## src/rtl/pn_eval_engine.sv

```systemverilog
// pn_eval_engine: Polish-notation evaluator with burst-mode result sorting.
//   Captures one token stream (a contiguous in_valid run), evaluates it on an
//   internal register stack, bubble-sorts burst results descending and streams
//   them out one beat per cycle.
// Ports:
//   clk       rising-edge clock
//   rst_n     asynchronous reset, active low
//   mode      0 prefix-burst, 1 postfix-burst, 2 prefix, 3 postfix (first in_valid cycle)
//   operator  1: in carries an opcode, 0: in carries an operand
//   in        token value; opcode[1:0]: 00 a+b, 01 a-b, 10 a*b, 11 |a+b|
//   in_valid  token strobe
//   out_valid result beat valid
//   out       signed result, 0 while out_valid is low
//   err       stream error flag, only asserted with out_valid
module pn_eval_engine #(
  parameter int unsigned IN_W      = 3,
  parameter int unsigned OUT_W     = 32,
  parameter int unsigned MAX_TOK   = 16,
  parameter int unsigned STK_DEPTH = 8,
  parameter int unsigned MAX_RES   = 4
) (
  input  logic             clk,
  input  logic             rst_n,
  input  logic [1:0]       mode,
  input  logic             operator,
  input  logic [IN_W-1:0]  in,
  input  logic             in_valid,
  output logic             out_valid,
  output logic [OUT_W-1:0] out,
  output logic             err
);

  localparam int unsigned TOK_CW = $clog2(MAX_TOK + 1);
  localparam int unsigned TI_W   = (MAX_TOK > 1) ? $clog2(MAX_TOK) : 1;
  localparam int unsigned SP_W   = $clog2(STK_DEPTH + 1);
  localparam int unsigned SI_W   = (STK_DEPTH > 1) ? $clog2(STK_DEPTH) : 1;
  localparam int unsigned RES_CW = $clog2(MAX_RES + 1);
  localparam int unsigned RI_W   = (MAX_RES > 1) ? $clog2(MAX_RES) : 1;

  typedef enum logic [2:0] {
    S_IDLE,
    S_READ,
    S_EVAL,
    S_SORT,
    S_OUT
  } state_t;

  state_t state, state_nxt;

  logic [1:0]              mode_r;
  logic                    tok_op  [MAX_TOK];
  logic [IN_W-1:0]         tok_val [MAX_TOK];
  logic [TOK_CW-1:0]       tok_cnt;
  logic [TOK_CW-1:0]       step;
  logic                    ovf;
  logic signed [OUT_W-1:0] stk [STK_DEPTH];
  logic [SP_W-1:0]         sp;
  logic [1:0]              grp_pos;
  logic signed [OUT_W-1:0] res [MAX_RES];
  logic [RES_CW-1:0]       res_cnt;
  logic [RES_CW-1:0]       sj;
  logic [RES_CW-1:0]       out_idx;
  logic                    swapped;
  logic                    err_r;

  // evaluation datapath
  logic                    burst, postfix, last;
  logic [TOK_CW-1:0]       pos;
  logic                    cur_op;
  logic [IN_W-1:0]         cur_val;
  logic signed [OUT_W-1:0] top, nxt, a, b, sum, alu, push_val, new_top;
  logic [SP_W-1:0]         new_sp;
  logic [SI_W-1:0]         wr_idx;
  logic                    tok_err, grp_end, end_err, pre_err, eval_err;

  // sort / output control
  logic [RES_CW-1:0]       sj1;
  logic                    cmp_swap, pass_end, sort_done, out_last;

  always_comb begin
    burst    = ~mode_r[1];
    postfix  = mode_r[0];
    last     = (step == tok_cnt - TOK_CW'(1));
    // prefix is evaluated by scanning the buffer backwards
    pos      = postfix ? step : (tok_cnt - TOK_CW'(1) - step);
    cur_op   = tok_op[TI_W'(pos)];
    cur_val  = tok_val[TI_W'(pos)];
    top      = stk[SI_W'(sp - SP_W'(1))];
    nxt      = stk[SI_W'(sp - SP_W'(2))];
    // first pop is b for postfix, a for prefix
    a        = postfix ? nxt : top;
    b        = postfix ? top : nxt;
    sum      = a + b;
    case (cur_val[1:0])
      2'b00:   alu = sum;
      2'b01:   alu = a - b;
      2'b10:   alu = a * b;
      default: alu = sum[OUT_W-1] ? -sum : sum;
    endcase
    push_val = OUT_W'(cur_val);
    new_top  = cur_op ? alu : push_val;
    new_sp   = cur_op ? (sp - SP_W'(1)) : (sp + SP_W'(1));
    wr_idx   = cur_op ? SI_W'(sp - SP_W'(2)) : SI_W'(sp);
    tok_err  = cur_op ? (sp < SP_W'(2)) : (sp == SP_W'(STK_DEPTH));
    grp_end  = burst && (grp_pos == 2'd2);
    end_err  = (grp_end || (!burst && last)) && (new_sp != SP_W'(1));
    pre_err  = ovf || (burst && (((tok_cnt % TOK_CW'(3)) != '0) ||
                                 ((tok_cnt / TOK_CW'(3)) > TOK_CW'(MAX_RES))));
    eval_err = pre_err || tok_err || end_err;

    sj1       = sj + RES_CW'(1);
    cmp_swap  = res[RI_W'(sj)] < res[RI_W'(sj1)];
    pass_end  = (sj == res_cnt - RES_CW'(2));
    sort_done = (res_cnt < RES_CW'(2)) || (pass_end && !swapped && !cmp_swap);
    out_last  = err_r || (out_idx == res_cnt - RES_CW'(1));
  end

  always_ff @(posedge clk or negedge rst_n) begin
    if (!rst_n) state <= S_IDLE;
    else        state <= state_nxt;
  end

  always_comb begin
    state_nxt = state;
    out_valid = 1'b0;
    out       = '0;
    err       = 1'b0;
    case (state)
      S_IDLE: if (in_valid) state_nxt = S_READ;
      S_READ: if (!in_valid) state_nxt = S_EVAL;
      S_EVAL: begin
        if (eval_err)  state_nxt = S_OUT;
        else if (last) state_nxt = burst ? S_SORT : S_OUT;
      end
      S_SORT: if (sort_done) state_nxt = S_OUT;
      S_OUT: begin
        out_valid = 1'b1;
        err       = err_r;
        out       = err_r ? '0 : res[RI_W'(out_idx)];
        if (out_last) state_nxt = S_IDLE;
      end
      default: state_nxt = S_IDLE;
    endcase
  end

  always_ff @(posedge clk or negedge rst_n) begin
    if (!rst_n) begin
      mode_r  <= '0;
      tok_cnt <= '0;
      step    <= '0;
      ovf     <= 1'b0;
      sp      <= '0;
      grp_pos <= '0;
      res_cnt <= '0;
      sj      <= '0;
      out_idx <= '0;
      swapped <= 1'b0;
      err_r   <= 1'b0;
      for (int unsigned i = 0; i < MAX_TOK; i++) begin
        tok_op[i]  <= 1'b0;
        tok_val[i] <= '0;
      end
      for (int unsigned i = 0; i < STK_DEPTH; i++) stk[i] <= '0;
      for (int unsigned i = 0; i < MAX_RES; i++)   res[i] <= '0;
    end else begin
      case (state)
        S_IDLE: begin
          step    <= '0;
          sp      <= '0;
          grp_pos <= '0;
          res_cnt <= '0;
          sj      <= '0;
          out_idx <= '0;
          swapped <= 1'b0;
          if (in_valid) begin
            mode_r     <= mode;
            tok_op[0]  <= operator;
            tok_val[0] <= in;
            tok_cnt    <= TOK_CW'(1);
            ovf        <= 1'b0;
            err_r      <= 1'b0;
          end
        end
        S_READ: begin
          if (in_valid) begin
            if (tok_cnt < TOK_CW'(MAX_TOK)) begin
              tok_op[TI_W'(tok_cnt)]  <= operator;
              tok_val[TI_W'(tok_cnt)] <= in;
              tok_cnt                 <= tok_cnt + TOK_CW'(1);
            end else begin
              ovf <= 1'b1;
            end
          end
        end
        S_EVAL: begin
          if (eval_err) begin
            err_r <= 1'b1;
          end else begin
            step    <= step + TOK_CW'(1);
            grp_pos <= (grp_pos == 2'd2) ? 2'd0 : (grp_pos + 2'd1);
            // a completed group leaves exactly one entry: move it out and empty the stack
            if (grp_end) begin
              res[RI_W'(res_cnt)] <= new_top;
              res_cnt             <= res_cnt + RES_CW'(1);
              sp                  <= '0;
            end else if (!burst && last) begin
              res[0]  <= new_top;
              res_cnt <= RES_CW'(1);
            end else begin
              stk[wr_idx] <= new_top;
              sp          <= new_sp;
            end
          end
        end
        S_SORT: begin
          if (res_cnt >= RES_CW'(2)) begin
            if (cmp_swap) begin
              res[RI_W'(sj)]  <= res[RI_W'(sj1)];
              res[RI_W'(sj1)] <= res[RI_W'(sj)];
            end
            if (pass_end) begin
              sj      <= '0;
              swapped <= 1'b0;
            end else begin
              sj      <= sj1;
              swapped <= swapped | cmp_swap;
            end
          end
        end
        S_OUT: out_idx <= out_idx + RES_CW'(1);
        default: ;
      endcase
    end
  end

endmodule

```

## config.mk

```make
export PLATFORM = sky130hd
export DESIGN_NAME = pn_eval_engine
export DESIGN_NICKNAME = d
export VERILOG_FILES = /design/src/rtl/pn_eval_engine.sv
export SDC_FILE = /design/constraint.sdc
export NUM_CORES = 2
export LEC_CHECK = 0
export ABC_AREA = 1
export CORE_MARGIN = 4
export CORE_UTILIZATION = 40
export DETAILED_ROUTE_END_ITERATION = 16
export PLACE_DENSITY = 0.52
export SETUP_SLACK_MARGIN = 0.05
export SLEW_MARGIN = 10
export SYNTH_ARGS = -nofsm -noshare
export SYNTH_HDL_FRONTEND = slang
export SYNTH_SLANG_ARGS = --single-unit
```

## constraint.sdc

```tcl
create_clock -name clk -period 14.6 [get_ports clk]
set_input_delay 2.19 -clock clk [delete_from_list [all_inputs] [get_ports clk]]
set_output_delay 2.19 -clock clk [all_outputs]
set_load 0.01 [all_outputs]
```

==> parameters.txt <==
Parameter                              Value

Yosys
  Synth cell count leaders    sky130_fd_sc_hd__nand2_1 (2063), sky130_fd_sc_hd__inv_1 (1179), sky130_fd_sc_hd__o21ai_0 (679)
  Flip-flop cell with the highest count after synthesis    sky130_fd_sc_hd__dfrtp_1
  Sequential share of the synthesized area    ~22%
  Largest area contributor in the synthesized netlist    sky130_fd_sc_hd__dfrtp_1
  Count of mapped cells out of synthesis    7988
  Cells taking the most area after synthesis    sky130_fd_sc_hd__dfrtp_1 (22%), sky130_fd_sc_hd__fa_1 (15%), sky130_fd_sc_hd__nand2_1 (14%)
  Number of enable-type register cells in the synthesized netlist    0
  Number of distinct library cells after synthesis    67
  Cell area after technology mapping    ~54000 µm²
  Number of nets in the synthesized netlist    a little under 9000
  Count of state elements after synthesis    481
  Count leader, synth    sky130_fd_sc_hd__nand2_1
  Mean Syn Cell Area    between 6 and 7 µm²
  Yosys warnings    0
  Top-area cell type share of the netlist area    ~22%
  Share of synthesized flip-flops with an asynchronous set or reset    100%

STA
  Setup TNS    0 ns
  Achievable clock frequency    0.0839 GHz
  Setup repair after global routing missed its margin    no
  Headroom to the max-slew limit    19.0%
  Slew Viols, Final    0
  Fraction of the cycle the final worst path needs    81.6%
  Final critical-path required period    11.92 ns
  Pin slew with the least headroom to its limit    1.21 ns
  Final count of negative-setup-slack endpoints    0
  Worst Clk Skew    around 0.057 ns
  Number of endpoints with negative hold slack in the final report    0

Critical path
  Arrival time at the worst endpoint    12.45 ns
  Req. time, crit path    15.14 ns
  Highest fanout seen on the critical path    107
  CP max stage cell    sky130_fd_sc_hd__inv_1
  Worst path buffer plus inverter count    10
  Top cell family by delay on the critical path    adder cells
  Peak per-stage delay on the critical path    1.02 ns
  Worst setup EP type    flip-flop
  Start-to-end type of the worst setup path    reg2reg
  Crit start category    flip-flop

GRT
  Overall fraction of global-route tracks in use    29.6%
  Pin count of the biggest net entering global routing    145
  Global-route wire length before repair    322000 µm
  Via count of the first global-routing pass    50700
  Initial antenna violation count    5
  Overflow left after global routing    0

Drt
  DR DRC count    0
  Routed wirelength normalized by instance count    approximately 22 µm
  Number of nets still failing antenna checks after routing    0
  Vias    52800
  Final routed wirelength across all metal layers    roughly 210000 µm
  Routed vias/inst    about 5.5
  Length of the first detailed-routing pass in iterations    6
  DR iter-0 viols    5498

Clock network
  CTS hold repair buffers    0
  Deepest clock path buffer count    3
  Sink count of the clock tree    between 400 and 500
  H-Tree Depth    2
  Clk_lat worst skew    0.70 ns
  TritonCTS buffer count    57
  # resized after CTS    0
  Clock slew at the register clock pins of the worst setup and hold paths    roughly 0.070 ns
  Clock tree from TritonCTS    built
  Buffer cell driving the clock tree root    sky130_fd_sc_hd__clkbuf_16
  Post-CTS setup repair buffer count    0

Final layout
  Area grow syn2layout    6.62%
  Final nets    8457
  Number of filler cells placed in the layout    14200
  Sequential standard cell area    12100 µm²
  Fraction of layout instances using a drive strength above 1    4.47%
  Combined area of the multi-input logic cells    between 30000 and 40000 µm²

Placement
  Number of buffers added on ports    42
  DP Wirelength    150000 µm
  Final GP Congestion    0.952

Floorplan
  Top Ports    43
  Number of cell rows    134
  Core region area    134000 µm²
  Width of the chip    376 µm
  Effective utilization at floorplan    40.4%
  Die outline area    ~140000 µm²
  Chip Height    around 380 µm

Hold path
  Hold/Removal Path Class    reg2reg

Status
  Result of the run    finished, final reports clean

Job
  Max-cap violation count    0
## final cells by class
cell class                 instances  share of cell area (%)
clock inverter                    23                   0.673
sequential                       481                    20.9
timing repair buffer             152                    2.23
clock buffer                      81                    2.89
antenna                            1                 0.00434
inverter                        1231                    8.03
multi-input combinational       5842                    61.4
tap                             1768                    3.84
## cells in the final DEF, fill, tap and decap left out, types with 4 or more instances in the layout
cell type                         synthesis  routed
sky130_fd_sc_hd__nand4_1                 27      27
sky130_fd_sc_hd__clkinv_2                 2       9
sky130_fd_sc_hd__nand3_1                629     628
sky130_fd_sc_hd__bufinv_16                0       8
sky130_fd_sc_hd__o22ai_1                 87      87
sky130_fd_sc_hd__o21ai_2                 29      30
sky130_fd_sc_hd__o2111ai_1               11      11
sky130_fd_sc_hd__nor2_8                   6       6
sky130_fd_sc_hd__nand2_2                 13      15
sky130_fd_sc_hd__xor2_1                  61      61
sky130_fd_sc_hd__clkdlybuf4s50_1          0      41
sky130_fd_sc_hd__inv_2                   36      39
sky130_fd_sc_hd__xnor2_1                 15      14
sky130_fd_sc_hd__or2_2                    6       6
sky130_fd_sc_hd__clkbuf_16                0      57
sky130_fd_sc_hd__a22oi_1                  4       4
sky130_fd_sc_hd__ha_1                   272     269
sky130_fd_sc_hd__clkbuf_8                 0      15
sky130_fd_sc_hd__a31oi_1                  8       7
sky130_fd_sc_hd__inv_1                 1179    1175
sky130_fd_sc_hd__nor3_1                  33      33
sky130_fd_sc_hd__buf_4                   35     107
sky130_fd_sc_hd__nor2_1                 636     635
sky130_fd_sc_hd__o21a_1                   8       8
sky130_fd_sc_hd__o221ai_1                 5       5
sky130_fd_sc_hd__nor2_4                   5       6
sky130_fd_sc_hd__nand2_1               2063    2061
sky130_fd_sc_hd__o21ai_0                679     676
sky130_fd_sc_hd__clkbuf_1               210       9
sky130_fd_sc_hd__nand3b_1                 9       9
sky130_fd_sc_hd__a21o_1                   4       4
sky130_fd_sc_hd__a21oi_1                488     487
sky130_fd_sc_hd__fa_1                   411     411
sky130_fd_sc_hd__dfrtp_1                481     476
sky130_fd_sc_hd__nor4_1                  12      12
sky130_fd_sc_hd__o211ai_1                80      80
sky130_fd_sc_hd__clkinv_1                13      13
sky130_fd_sc_hd__o21ai_1                188     189
sky130_fd_sc_hd__o21bai_1                 8       8
sky130_fd_sc_hd__o31ai_1                  5       5
## cell families (layout without fill, tap and decap cells)
kind of cell | after synthesis | count (layout) | share of synthesized area [%]
xor gates and xnor gates | 77 | 77 | 1.26
muxes | 1 | 1 | 0.0208
DFF | 481 | 481 | 22.3
AOI/OAI and AO/OA | 1625 | 1625 | 16.3
buffers and inverters | 1665 | 1487 | 12.4
adders and majority gates | 683 | 683 | 21.5
and+or+nand+nor | 3456 | 3456 | 26.3
other | 0 | 1 | 0
## state kept, by name, summed over array words and instances, names as in the netlist, 2 cells and up
| signal | cells |
|---|---|
| out_idx | 3 |
| grp_pos | 2 |
| tok_val | 48 |
| res_cnt | 3 |
| stk | 256 |
| tok_op | 16 |
| tok_cnt | 5 |
| sj | 3 |
| res | 128 |
| mode_r | 2 |
| state | 3 |
| step | 5 |
| sp | 4 |
## metal layers
layer / up-vias / global-route usage [%] / wire, µm
met2: 2118 / 47.9 / 95700
met1: 25300 / 41.0 / 92900
met3: 365 / 3.91 / 15100
met4: 0 / 10.1 / 8490
li1: 24900 / - / -
met5: - / 0 / 0
## metrics by stage
step / hold WS (ns) / area [µm²] / setup WS [ns] / util, % / instances
after floorplan: 0.448 / 54100 / 5.31 / - / 7988
after global placement: 0.461 / 55600 / 2.88 / 41.5 / 9474
after detailed placement: 0.468 / 55600 / 2.85 / 41.5 / 9474
after CTS: 0.484 / 57700 / 2.81 / 43.1 / 9578
after global routing: 0.496 / 57700 / 1.98 / 43.1 / 9578
final: 0.477 / 57700 / 2.68 / 43.1 / 9579
## final timing paths
check / startpoint / end / slack [ns] / cells after the start
setup / recovery: sp[0] / res[18] / 2.68 / 43
hold / removal: tok_val[0] / tok_val[0] / 0.48 / 2
setup reg to reg: sp[0] / res[18] / 2.68 / 43
hold reg to reg: tok_val[0] / tok_val[0] / 0.48 / 2
max in group asynchronous: rst_n / stk[144] / 10.70 / 3
min in group asynchronous: rst_n / tok_val[41] / 1.56 / 1
## tightest hold or removal path, delay by kind of cell (launching register included)
kind | cells | cell delay [ns]
DFF | 1 | 0.34
AOI/OAI and AO/OA | 1 | 0.06
and+or+nand+nor | 1 | 0.05
Power is left out: the tool's default activity adds up to more than one toggle a clock period on the data nets, which glitch-free logic cannot reach.
